File: src/rtl/hash_table_pkg.sv
// Shared hash-table types and the bucket hash used by every lookup stage.
package hash_table;

    localparam int KEY_WIDTH      = 16;
    localparam int VALUE_WIDTH    = 16;
    localparam int BUCKET_WIDTH   = 8;
    localparam int HEAD_PTR_WIDTH = 8;
    localparam int KEY_CHUNKS     = (KEY_WIDTH + BUCKET_WIDTH - 1) / BUCKET_WIDTH;

    typedef enum logic [1:0] {
        OP_INSERT = 2'd0,
        OP_DELETE = 2'd1,
        OP_SEARCH = 2'd2,
        OP_NOP    = 2'd3
    } ht_opcode_t;

    typedef struct packed {
        logic [KEY_WIDTH-1:0]   key;
        logic [VALUE_WIDTH-1:0] value;
        ht_opcode_t             opcode;
    } ht_command_t;

    typedef struct packed {
        logic [HEAD_PTR_WIDTH-1:0] ptr;
        logic                      ptr_val;
    } head_entry_t;

    typedef struct packed {
        ht_command_t               cmd;
        logic [BUCKET_WIDTH-1:0]   bucket;
        logic [HEAD_PTR_WIDTH-1:0] head_ptr;
        logic                      head_ptr_val;
    } ht_pdata_t;

    // XOR-fold of the key into bucket-sized chunks; the top chunk is zero-padded.
    function automatic logic [BUCKET_WIDTH-1:0] calc_bucket(input logic [KEY_WIDTH-1:0] key);
        logic [KEY_CHUNKS*BUCKET_WIDTH-1:0] padded;
        logic [BUCKET_WIDTH-1:0]            h;
        padded                  = '0;
        padded[KEY_WIDTH-1:0]   = key;
        h                       = '0;
        for (int i = 0; i < KEY_CHUNKS; i++)
            h ^= padded[i*BUCKET_WIDTH +: BUCKET_WIDTH];
        return h;
    endfunction

endpackage

File: src/rtl/head_table_if.sv
// Head-table RAM port: synchronous read with fixed latency plus a write port.
interface head_table_if;
    import hash_table::*;

    logic [BUCKET_WIDTH-1:0] rd_addr;
    logic                    rd_en;
    head_entry_t             rd_data;
    logic                    wr_en;
    logic [BUCKET_WIDTH-1:0] wr_addr;
    head_entry_t             wr_data;

    modport master (output rd_addr, rd_en, wr_en, wr_addr, wr_data, input rd_data);
    modport slave  (input rd_addr, rd_en, wr_en, wr_addr, wr_data, output rd_data);
endinterface

File: src/rtl/ht_sync_fifo.sv
// Single-clock FIFO with extra-MSB pointers; head word is visible while not empty.
module ht_sync_fifo #(
    parameter int WIDTH = 8,
    parameter int DEPTH = 4
) (
    input  logic                     clk_i,
    input  logic                     rst_i,
    input  logic                     wr_en,
    input  logic [WIDTH-1:0]         wr_data,
    input  logic                     rd_en,
    output logic [WIDTH-1:0]         rd_data,
    output logic                     full,
    output logic                     empty,
    output logic [$clog2(DEPTH):0]   used
);
    localparam int AW = $clog2(DEPTH);

    logic [WIDTH-1:0] mem [DEPTH];
    logic [AW:0]      wr_ptr, rd_ptr;

    always_ff @(posedge clk_i or negedge rst_i) begin
        if (!rst_i) begin
            wr_ptr <= '0;
            rd_ptr <= '0;
        end else begin
            if (wr_en) wr_ptr <= wr_ptr + 1'b1;
            if (rd_en) rd_ptr <= rd_ptr + 1'b1;
        end
    end

    always_ff @(posedge clk_i) begin
        if (wr_en) mem[wr_ptr[AW-1:0]] <= wr_data;
    end

    assign rd_data = mem[rd_ptr[AW-1:0]];
    assign empty   = (wr_ptr == rd_ptr);
    assign full    = (wr_ptr[AW] != rd_ptr[AW]) && (wr_ptr[AW-1:0] == rd_ptr[AW-1:0]);
    assign used    = wr_ptr - rd_ptr;

    a_no_overflow:  assert property (@(posedge clk_i) disable iff (!rst_i) !(wr_en && full));
    a_no_underflow: assert property (@(posedge clk_i) disable iff (!rst_i) !(rd_en && empty));
endmodule

File: src/rtl/head_table_lookup.sv
// Hashes each command to a bucket, reads its head pointer and queues the result
// for the data-table search; credit flow control guarantees FIFO room.
module head_table_lookup
    import hash_table::*;
#(
    parameter int RAM_LATENCY = 2,
    parameter int FIFO_DEPTH  = 4
) (
    input  logic             clk_i,
    input  logic             rst_i,
    input  ht_command_t      cmd_i,
    input  logic             cmd_valid_i,
    output logic             cmd_ready_o,
    head_table_if.master     head_table_if,
    output ht_pdata_t        task_o,
    output logic             task_valid_o,
    input  logic             task_ready_i
);
    localparam int CW = $clog2(FIFO_DEPTH + 1);

    typedef struct packed {
        ht_command_t             cmd;
        logic [BUCKET_WIDTH-1:0] bucket;
    } stage_t;

    logic                          accept, pop;
    logic [BUCKET_WIDTH-1:0]       bucket, rd_addr_d, addr_q;
    logic [CW-1:0]                 credit;
    logic [RAM_LATENCY:1]          vld_pipe;
    stage_t [RAM_LATENCY:1]        dat_pipe;
    ht_pdata_t                     fifo_wdata;
    logic                          fifo_full, fifo_empty;
    logic [$clog2(FIFO_DEPTH):0]   fifo_used;

    // Credit counts FIFO entries plus reads in flight, so ready never looks at task_ready_i.
    assign cmd_ready_o = rst_i & (credit < CW'(FIFO_DEPTH));
    assign accept      = cmd_valid_i & cmd_ready_o;
    assign bucket      = calc_bucket(cmd_i.key);
    assign rd_addr_d   = accept ? bucket : addr_q;

    assign head_table_if.rd_en   = accept;
    assign head_table_if.rd_addr = rd_addr_d;
    assign head_table_if.wr_en   = 1'b0;
    assign head_table_if.wr_addr = '0;
    assign head_table_if.wr_data = '0;

    always_ff @(posedge clk_i or negedge rst_i) begin
        if (!rst_i) begin
            addr_q   <= '0;
            vld_pipe <= '0;
            credit   <= '0;
        end else begin
            addr_q      <= rd_addr_d;
            vld_pipe[1] <= accept;
            for (int i = 2; i <= RAM_LATENCY; i++)
                vld_pipe[i] <= vld_pipe[i-1];
            case ({accept, pop})
                2'b10:   credit <= credit + CW'(1);
                2'b01:   credit <= credit - CW'(1);
                default: credit <= credit;
            endcase
        end
    end

    always_ff @(posedge clk_i) begin
        dat_pipe[1] <= '{cmd: cmd_i, bucket: bucket};
        for (int i = 2; i <= RAM_LATENCY; i++)
            dat_pipe[i] <= dat_pipe[i-1];
    end

    // Pipeline tail lines up with the cycle the RAM presents rd_data.
    assign fifo_wdata = '{cmd:          dat_pipe[RAM_LATENCY].cmd,
                          bucket:       dat_pipe[RAM_LATENCY].bucket,
                          head_ptr:     head_table_if.rd_data.ptr,
                          head_ptr_val: head_table_if.rd_data.ptr_val};

    assign task_valid_o = ~fifo_empty;
    assign pop          = task_valid_o & task_ready_i;

    ht_sync_fifo #(
        .WIDTH ($bits(ht_pdata_t)),
        .DEPTH (FIFO_DEPTH)
    ) u_out_fifo (
        .clk_i   (clk_i),
        .rst_i   (rst_i),
        .wr_en   (vld_pipe[RAM_LATENCY]),
        .wr_data (fifo_wdata),
        .rd_en   (pop),
        .rd_data (task_o),
        .full    (fifo_full),
        .empty   (fifo_empty),
        .used    (fifo_used)
    );

    a_credit_covers_fifo: assert property (@(posedge clk_i) disable iff (!rst_i)
                                           {1'b0, credit} >= {1'b0, fifo_used});
    a_credit_room:        assert property (@(posedge clk_i) disable iff (!rst_i)
                                           !(vld_pipe[RAM_LATENCY] && fifo_full && !pop));
endmodule
File: src/flat_wrapper.sv
// flat-port wrapper written by rule: the top's interface ports become plain ports
module head_table_lookup_flat import hash_table::*;
#(
    parameter int RAM_LATENCY = 2,
    parameter int FIFO_DEPTH  = 4
)
  (clk_i, rst_i, cmd_i, cmd_valid_i, cmd_ready_o, task_o, task_valid_o, task_ready_i, head_table_if_rd_addr, head_table_if_rd_en, head_table_if_wr_en, head_table_if_wr_addr, head_table_if_wr_data, head_table_if_rd_data);
  head_table_if head_table_if_i ();
  input  logic clk_i;
  input  logic rst_i;
  input  ht_command_t cmd_i;
  input  logic cmd_valid_i;
  output logic cmd_ready_o;
  output ht_pdata_t task_o;
  output logic task_valid_o;
  input  logic task_ready_i;
  output wire logic [$bits(head_table_if_i.rd_addr)-1:0] head_table_if_rd_addr;
  output wire logic [$bits(head_table_if_i.rd_en)-1:0] head_table_if_rd_en;
  output wire logic [$bits(head_table_if_i.wr_en)-1:0] head_table_if_wr_en;
  output wire logic [$bits(head_table_if_i.wr_addr)-1:0] head_table_if_wr_addr;
  output wire logic [$bits(head_table_if_i.wr_data)-1:0] head_table_if_wr_data;
  input wire logic [$bits(head_table_if_i.rd_data)-1:0] head_table_if_rd_data;
  assign head_table_if_rd_addr = head_table_if_i.rd_addr;
  assign head_table_if_rd_en = head_table_if_i.rd_en;
  assign head_table_if_wr_en = head_table_if_i.wr_en;
  assign head_table_if_wr_addr = head_table_if_i.wr_addr;
  assign head_table_if_wr_data = head_table_if_i.wr_data;
  assign head_table_if_i.rd_data = head_table_if_rd_data;
  head_table_lookup #(.RAM_LATENCY(RAM_LATENCY), .FIFO_DEPTH(FIFO_DEPTH)) u_core (.clk_i(clk_i), .rst_i(rst_i), .cmd_i(cmd_i), .cmd_valid_i(cmd_valid_i), .cmd_ready_o(cmd_ready_o), .head_table_if(head_table_if_i), .task_o(task_o), .task_valid_o(task_valid_o), .task_ready_i(task_ready_i));
endmodule
File: config.mk
export PLATFORM = sky130hd
export DESIGN_NAME = head_table_lookup_flat
export DESIGN_NICKNAME = d
export VERILOG_FILES = /design/src/rtl/hash_table_pkg.sv /design/src/rtl/head_table_if.sv /design/src/rtl/ht_sync_fifo.sv /design/src/rtl/head_table_lookup.sv /design/src/flat_wrapper.sv
export SDC_FILE = /design/constraint.sdc
export NUM_CORES = 1
export LEC_CHECK = 0
export BUFFER_PORTS_ARGS = -buffer_cell sky130_fd_sc_hd__clkbuf_2
export CAP_MARGIN = 10
export CORE_MARGIN = 2
export CORE_UTILIZATION = 30
export DETAILED_ROUTE_END_ITERATION = 8
export PLACE_DENSITY = 0.46
export SYNTH_ARGS = -nofsm -noshare
export SYNTH_HDL_FRONTEND = slang
export SYNTH_HIERARCHICAL = 1
export SYNTH_SLANG_ARGS = --single-unit
File: constraint.sdc
create_clock -name clk_i -period 5.1 [get_ports clk_i]
set_input_delay 0.51 -clock clk_i [delete_from_list [all_inputs] [get_ports clk_i]]
set_output_delay 0.51 -clock clk_i [all_outputs]
set_load 0.03 [all_outputs]
==> flow_summary.yaml, run 1 <==
outcome:
  status: "finished clean"
worst_setup_path:
  cp.arrival_ns: 2.76
  start_kind: "flip-flop"
  r2r_start: "u_core/u_out_fifo/rd_ptr[0]"
  timing.rr.end: "u_core/credit[2]"
  crit_type: "reg2out"
  critical_path_required_ns: 4.59
  cp_max_fo: 31
  ff2ff_path_depth: 10
  r2r_slack_ns: 2.24
  crit_path_end_kind: "output pin"
sta:
  min_period_ns: 3.27
  slew_headroom_pct: 38.8
  maxSlewViolCount: 0
  tightest_slew_ns: 0.917
  fmax_mhz: 306
  rsz0062_at_grt: "false"
  setup_violations: 0
  fin_skew_ns: 0.0116
  finalHoldViolCount: 0
  min_period_over_period_pct: 64.1
  setup_tns_ns: 0
hold_path:
  hp-class: "in2async"
cells_and_area:
  layout.nets: 636
  antenna_cells: 0
  n_fill_cell: 3136
  drive_above_1_share_pct: 37.5
  fin_util_pct: 36.6
  area_growth_pct: 19.9
  stdcell_count: 1054
floorplan:
  placementRows: 67
  die-width_um: 189
  coreArea_um2: 33500
  die_area_um2: 35600
  num_io_pins: 127
  initial_core_util_pct: 30.5
  die_h_um: 189
yosys:
  syn_inst: 446
  avgSynthCellArea_um2: 22.9
  synthesis.area_um2: 10200
  yosysWarnings: 6
clocking:
  cts_hold_buf: 0
  clk_pin_slew_ns: 0.06
  clkLatencyLatePin_ns: 0.50
  cts_root_buf: "clkbuf_16"
  htree_levels: 2
  ctsResizeCount: 0
  cts.sinks: 307
  clockBufferDepth: 3
  cts_tree: "yes"
  cts_setup_buffers: 0
  cts-buffers-inserted: 35
routing:
  wire_per_inst_um: 17.8
  post-route-drc-count: 0
  drt_wl_total_um: 18800
  drt_iter0_drc: 191
  vias: 4393
  ant_nets: 0
  drt_first_pass_iters: 4
  drt-vias-per-instance: 4.17
global_routing:
  grt-ovfl-total: 0
  grt.total_usage_pct: 10.7
  grt_max_degree: 53
  antenna_found_initial: 0
  grt_pass1_vias: 4856
  grt_pass1_wl_um: 28800
placement:
  dpl.hpwl_um: 10500
  gp_congestion: 0.655
  io_buffers: 108
  post-place-cells: 991
job:
  drv_cap: 0
power:
  power.total_w: 0.00729
  ir_drop_mv: 0.247
  p_leak_nw: 4.47
  powerDensity_nw_per_um2: 594
[cells in the final DEF, fill, tap and decap left out, drive strengths merged, types with 5 or more instances in the layout]
cell type / count
ha: 8
edfxtp: 204
nand2: 5
clkinv: 13
xor2: 14
conb: 18
clkbuf: 151
mux2: 8
mux4: 51
inv: 9
dfxtp: 84
dfrtp: 19
[layer usage]
layer / vias to the layer above / track usage [%] / part of all wire [%]
met5: - / 0 / 0
met4: 0 / 3.49 / 2.5
met3: 36 / 2.70 / 5.6
met2: 136 / 17.6 / 48
met1: 2249 / 13.8 / 43
li1: 1972 / - / -
[area by class of cell]
cell class	instances	area [µm²]	area share, %
flip-flops and latches	307	8290	67.6
multi-input cells	118	1710	14.0
clock buffers	43	958	7.81
well taps	448	561	4.57
repair buffers	110	556	4.53
clock inverters	20	159	1.30
inverters	8	30.0	0.245
[flip-flops by register name, indices dropped and copies added, names as in the netlist]
register                  flops
u_core/dat_pipe              84
u_core/u_out_fifo/rd_ptr      3
u_core/addr_q                 8
u_core/vld_pipe               2
u_core/u_out_fifo/mem       204
u_core/u_out_fifo/wr_ptr      3
u_core/credit                 3
[per-stage QoR]
step	setup slack, ns	hold slack, ns	area, µm²
2_1_floorplan	2.63	0.214	10300
3_3_place_gp	2.21	0.312	11100
3_5_place_dp	2.19	0.312	11100
4_1_cts	1.69	0.0244	12300
5_1_grt	1.61	0.0403	12300
6_report	1.83	0.0133	12300
[worst max-delay path, cell delays in order, from the launching register on]
cell,delay (ns)
dfrtp_4,0.76
buf_4,0.62
mux4_1,0.64
clkbuf_2,0.21
[power by group]
group	internal, W	switching, W	total, W
logic	0.000683	0.00117	0.00186
registers	0.00291	0.000143	0.00305
clock network	0.00144	0.000941	0.00238
total	0.00503	0.00226	0.00729
[how the worst max path moves through the flow]
stage	depth (start not counted)	startpoint	slack (ns)	end
after floorplan	13	u_core/u_out_fifo/rd_ptr[1]	2.63	u_core/credit[2]
after global placement	10	u_core/u_out_fifo/rd_ptr[0]	2.21	u_core/credit[2]
after detailed placement	10	u_core/u_out_fifo/rd_ptr[0]	2.19	u_core/credit[2]
after CTS	3	u_core/u_out_fifo/rd_ptr[0]	1.69	task_o[49]
after global routing	3	u_core/u_out_fifo/rd_ptr[0]	1.61	task_o[49]
final	3	u_core/u_out_fifo/rd_ptr[0]	1.83	task_o[49]
Power figures use the tool's default switching activity.
==> inputs of run 2 (changes only) <==
PLACE_DENSITY = 0.47   (was 0.46)
clock period = 2.7 ns   (was 5.1 ns; I/O delays follow)
==> run 2 against run 1 <==
  * Clock skew shrank 0.0020 ns
  * Non-clock buffer count grew 49
  * Flip-flop and latch count is the same
  * Core utilization grew 1.4 points
  * Critical endpoint is now task_o[50]
==> flow_summary.yaml, run 2 (same netlist as run 1, synthesis figures left out) <==
floorplan:
  initial_core_util_pct: 30.5
  die-width_um: 189
  die_area_um2: 35600
  placementRows: 67
  coreArea_um2: 33500
  die_h_um: 189
  num_io_pins: 127
clocking:
  htree_levels: 2
  cts.sinks: 307
  cts-buffers-inserted: 34
  clkLatencyLatePin_ns: 0.50
  cts_root_buf: "clkbuf_16"
  clk_pin_slew_ns: 0.06
  cts_tree: "yes"
  ctsResizeCount: 0
  clockBufferDepth: 3
global_routing:
  grt_pass1_vias: 4936
  grt_max_degree: 54
  antenna_found_initial: 0
  grt_pass1_wl_um: 28500
  grt.total_usage_pct: 10.6
  grt-ovfl-total: 0
cells_and_area:
  antenna_cells: 0
  final_cell_mix: "edfxtp_1, clkbuf_2, dfxtp_1, mux4_2, dlygate4sd3_1"
  largest_reg_flops: 204
  drive_above_1_share_pct: 35.1
  final_common_cell: "edfxtp_1"
  n_fill_cell: 3095
  layout.nets: 684
  area_growth_pct: 24.5
sta:
  maxSlewViolCount: 0
  rsz0062_at_grt: "false"
  setup_violations: 0
  finalHoldViolCount: 0
  min_period_ns: 2.50
  slew_headroom_pct: 43.5
  setup_ws_ns: 0.203
  min_period_over_period_pct: 92.5
  tightest_slew_ns: 0.847
  setup_tns_ns: 0
  whs_ns: 0.0302
  fin_skew_ns: 0.00957
  fmax_mhz: 401
worst_setup_path:
  crit_path_end_kind: "output pin"
  slowest_stage: "mux4_1"
  timing.rr.end: "u_core/credit[2]"
  r2r_slack_ns: 0.48
  crit_start: "u_core/u_out_fifo/rd_ptr[0]"
  worstSetupEndpoint: "task_o[50]"
  max_stage_delay_ns: 0.66
  r2r_start: "u_core/u_out_fifo/wr_ptr[0]"
  critical_path_required_ns: 2.43
  cp_max_fo: 53
  crit_type: "reg2out"
  ff2ff_path_depth: 11
  start_kind: "flip-flop"
  cp.arrival_ns: 2.23
  cp_cell_sequence: "buf_12 > mux4_1 > clkbuf_2"
placement:
  dpl.hpwl_um: 10600
  io_buffers: 108
  dpl_worst_slack_ns: 0.464
  gp_congestion: 0.659
routing:
  drt_iter0_drc: 184
  drt_wl_total_um: 18800
  vias: 4565
  post-route-drc-count: 0
  wire_per_inst_um: 17.0
  drt_first_pass_iters: 6
  ant_nets: 0
  drt-vias-per-instance: 4.15
outcome:
  status: "finished clean"
hold_path:
  hp-class: "in2reg"
power:
  ir_drop_mv: 0.657
  p_leak_nw: 4.67
  powerDensity_nw_per_um2: 1070
job:
  drv_cap: 0
-- run 2: where the power goes --
group          switching (W)  internal [W]  total (W)
combinational        0.00232       0.00139    0.00371
clock                0.00172       0.00256    0.00428
sequential          0.000172       0.00549    0.00566
total                0.00422       0.00944     0.0137
-- run 2: worst min path at each step --
stage / depth (start not counted) / end / slack [ns] / start
6_report: 1 / u_core/u_out_fifo/mem[1][1] / 0.03 / head_table_if_rd_data[1]
5_1_grt: 1 / u_core/u_out_fifo/mem[3][1] / 0.009 / head_table_if_rd_data[1]
4_1_cts: 1 / u_core/u_out_fifo/mem[3][1] / 0.01 / head_table_if_rd_data[1]
3_5_place_dp: 2 / u_core/addr_q[1] / 0.31 / rst_i
3_3_place_gp: 2 / u_core/addr_q[1] / 0.29 / rst_i
2_1_floorplan: 0 / u_core/addr_q[0] / -0.03 / rst_i
-- run 2: timing repair --
item / in CTS / in global routing
endpoints found under the hold margin: 91 / 0
hold buffers: 43 / 0
setup buffers: 0 / 0
-- run 2: metal layers --
metal  part of all wire, %  GRT usage (%)  up-vias
li1                      -              -     2053
met1                    42           12.9     2354
met2                    50           18.2      129
met3                   5.9           3.09       29
met4                   2.0           3.34        0
met5                     0              0        -
-- run 2: stage by stage --
| stage | util (%) | area [µm²] | power, W | instances |
|---|---|---|---|---|
| 2_1_floorplan | - | 10300 | 0.00861 | 463 |
| 3_3_place_gp | 33.6 | 11300 | 0.00949 | 997 |
| 3_5_place_dp | 33.6 | 11300 | 0.00953 | 997 |
| 4_1_cts | 38.0 | 12700 | 0.0140 | 1101 |
| 5_1_grt | 38.0 | 12700 | 0.0143 | 1101 |
| 6_report | 38.0 | 12700 | 0.0137 | 1101 |
-- run 2: worst max-delay path: cells and delay by family (launching register included) --
family,cells,cell delay (ns)
muxes,1,0.66
buffers and inverters,2,0.60
DFF,1,0.43
-- run 2: cell type report --
cell class / count / area [µm²] / area share (%)
tap: 448 / 561 / 4.40
inverter: 8 / 30.0 / 0.236
clock buffer: 52 / 1000 / 7.86
multi-input combinational: 118 / 1710 / 13.4
sequential: 307 / 8290 / 65.1
timing repair buffer: 159 / 1090 / 8.58
clock inverter: 9 / 52.6 / 0.413
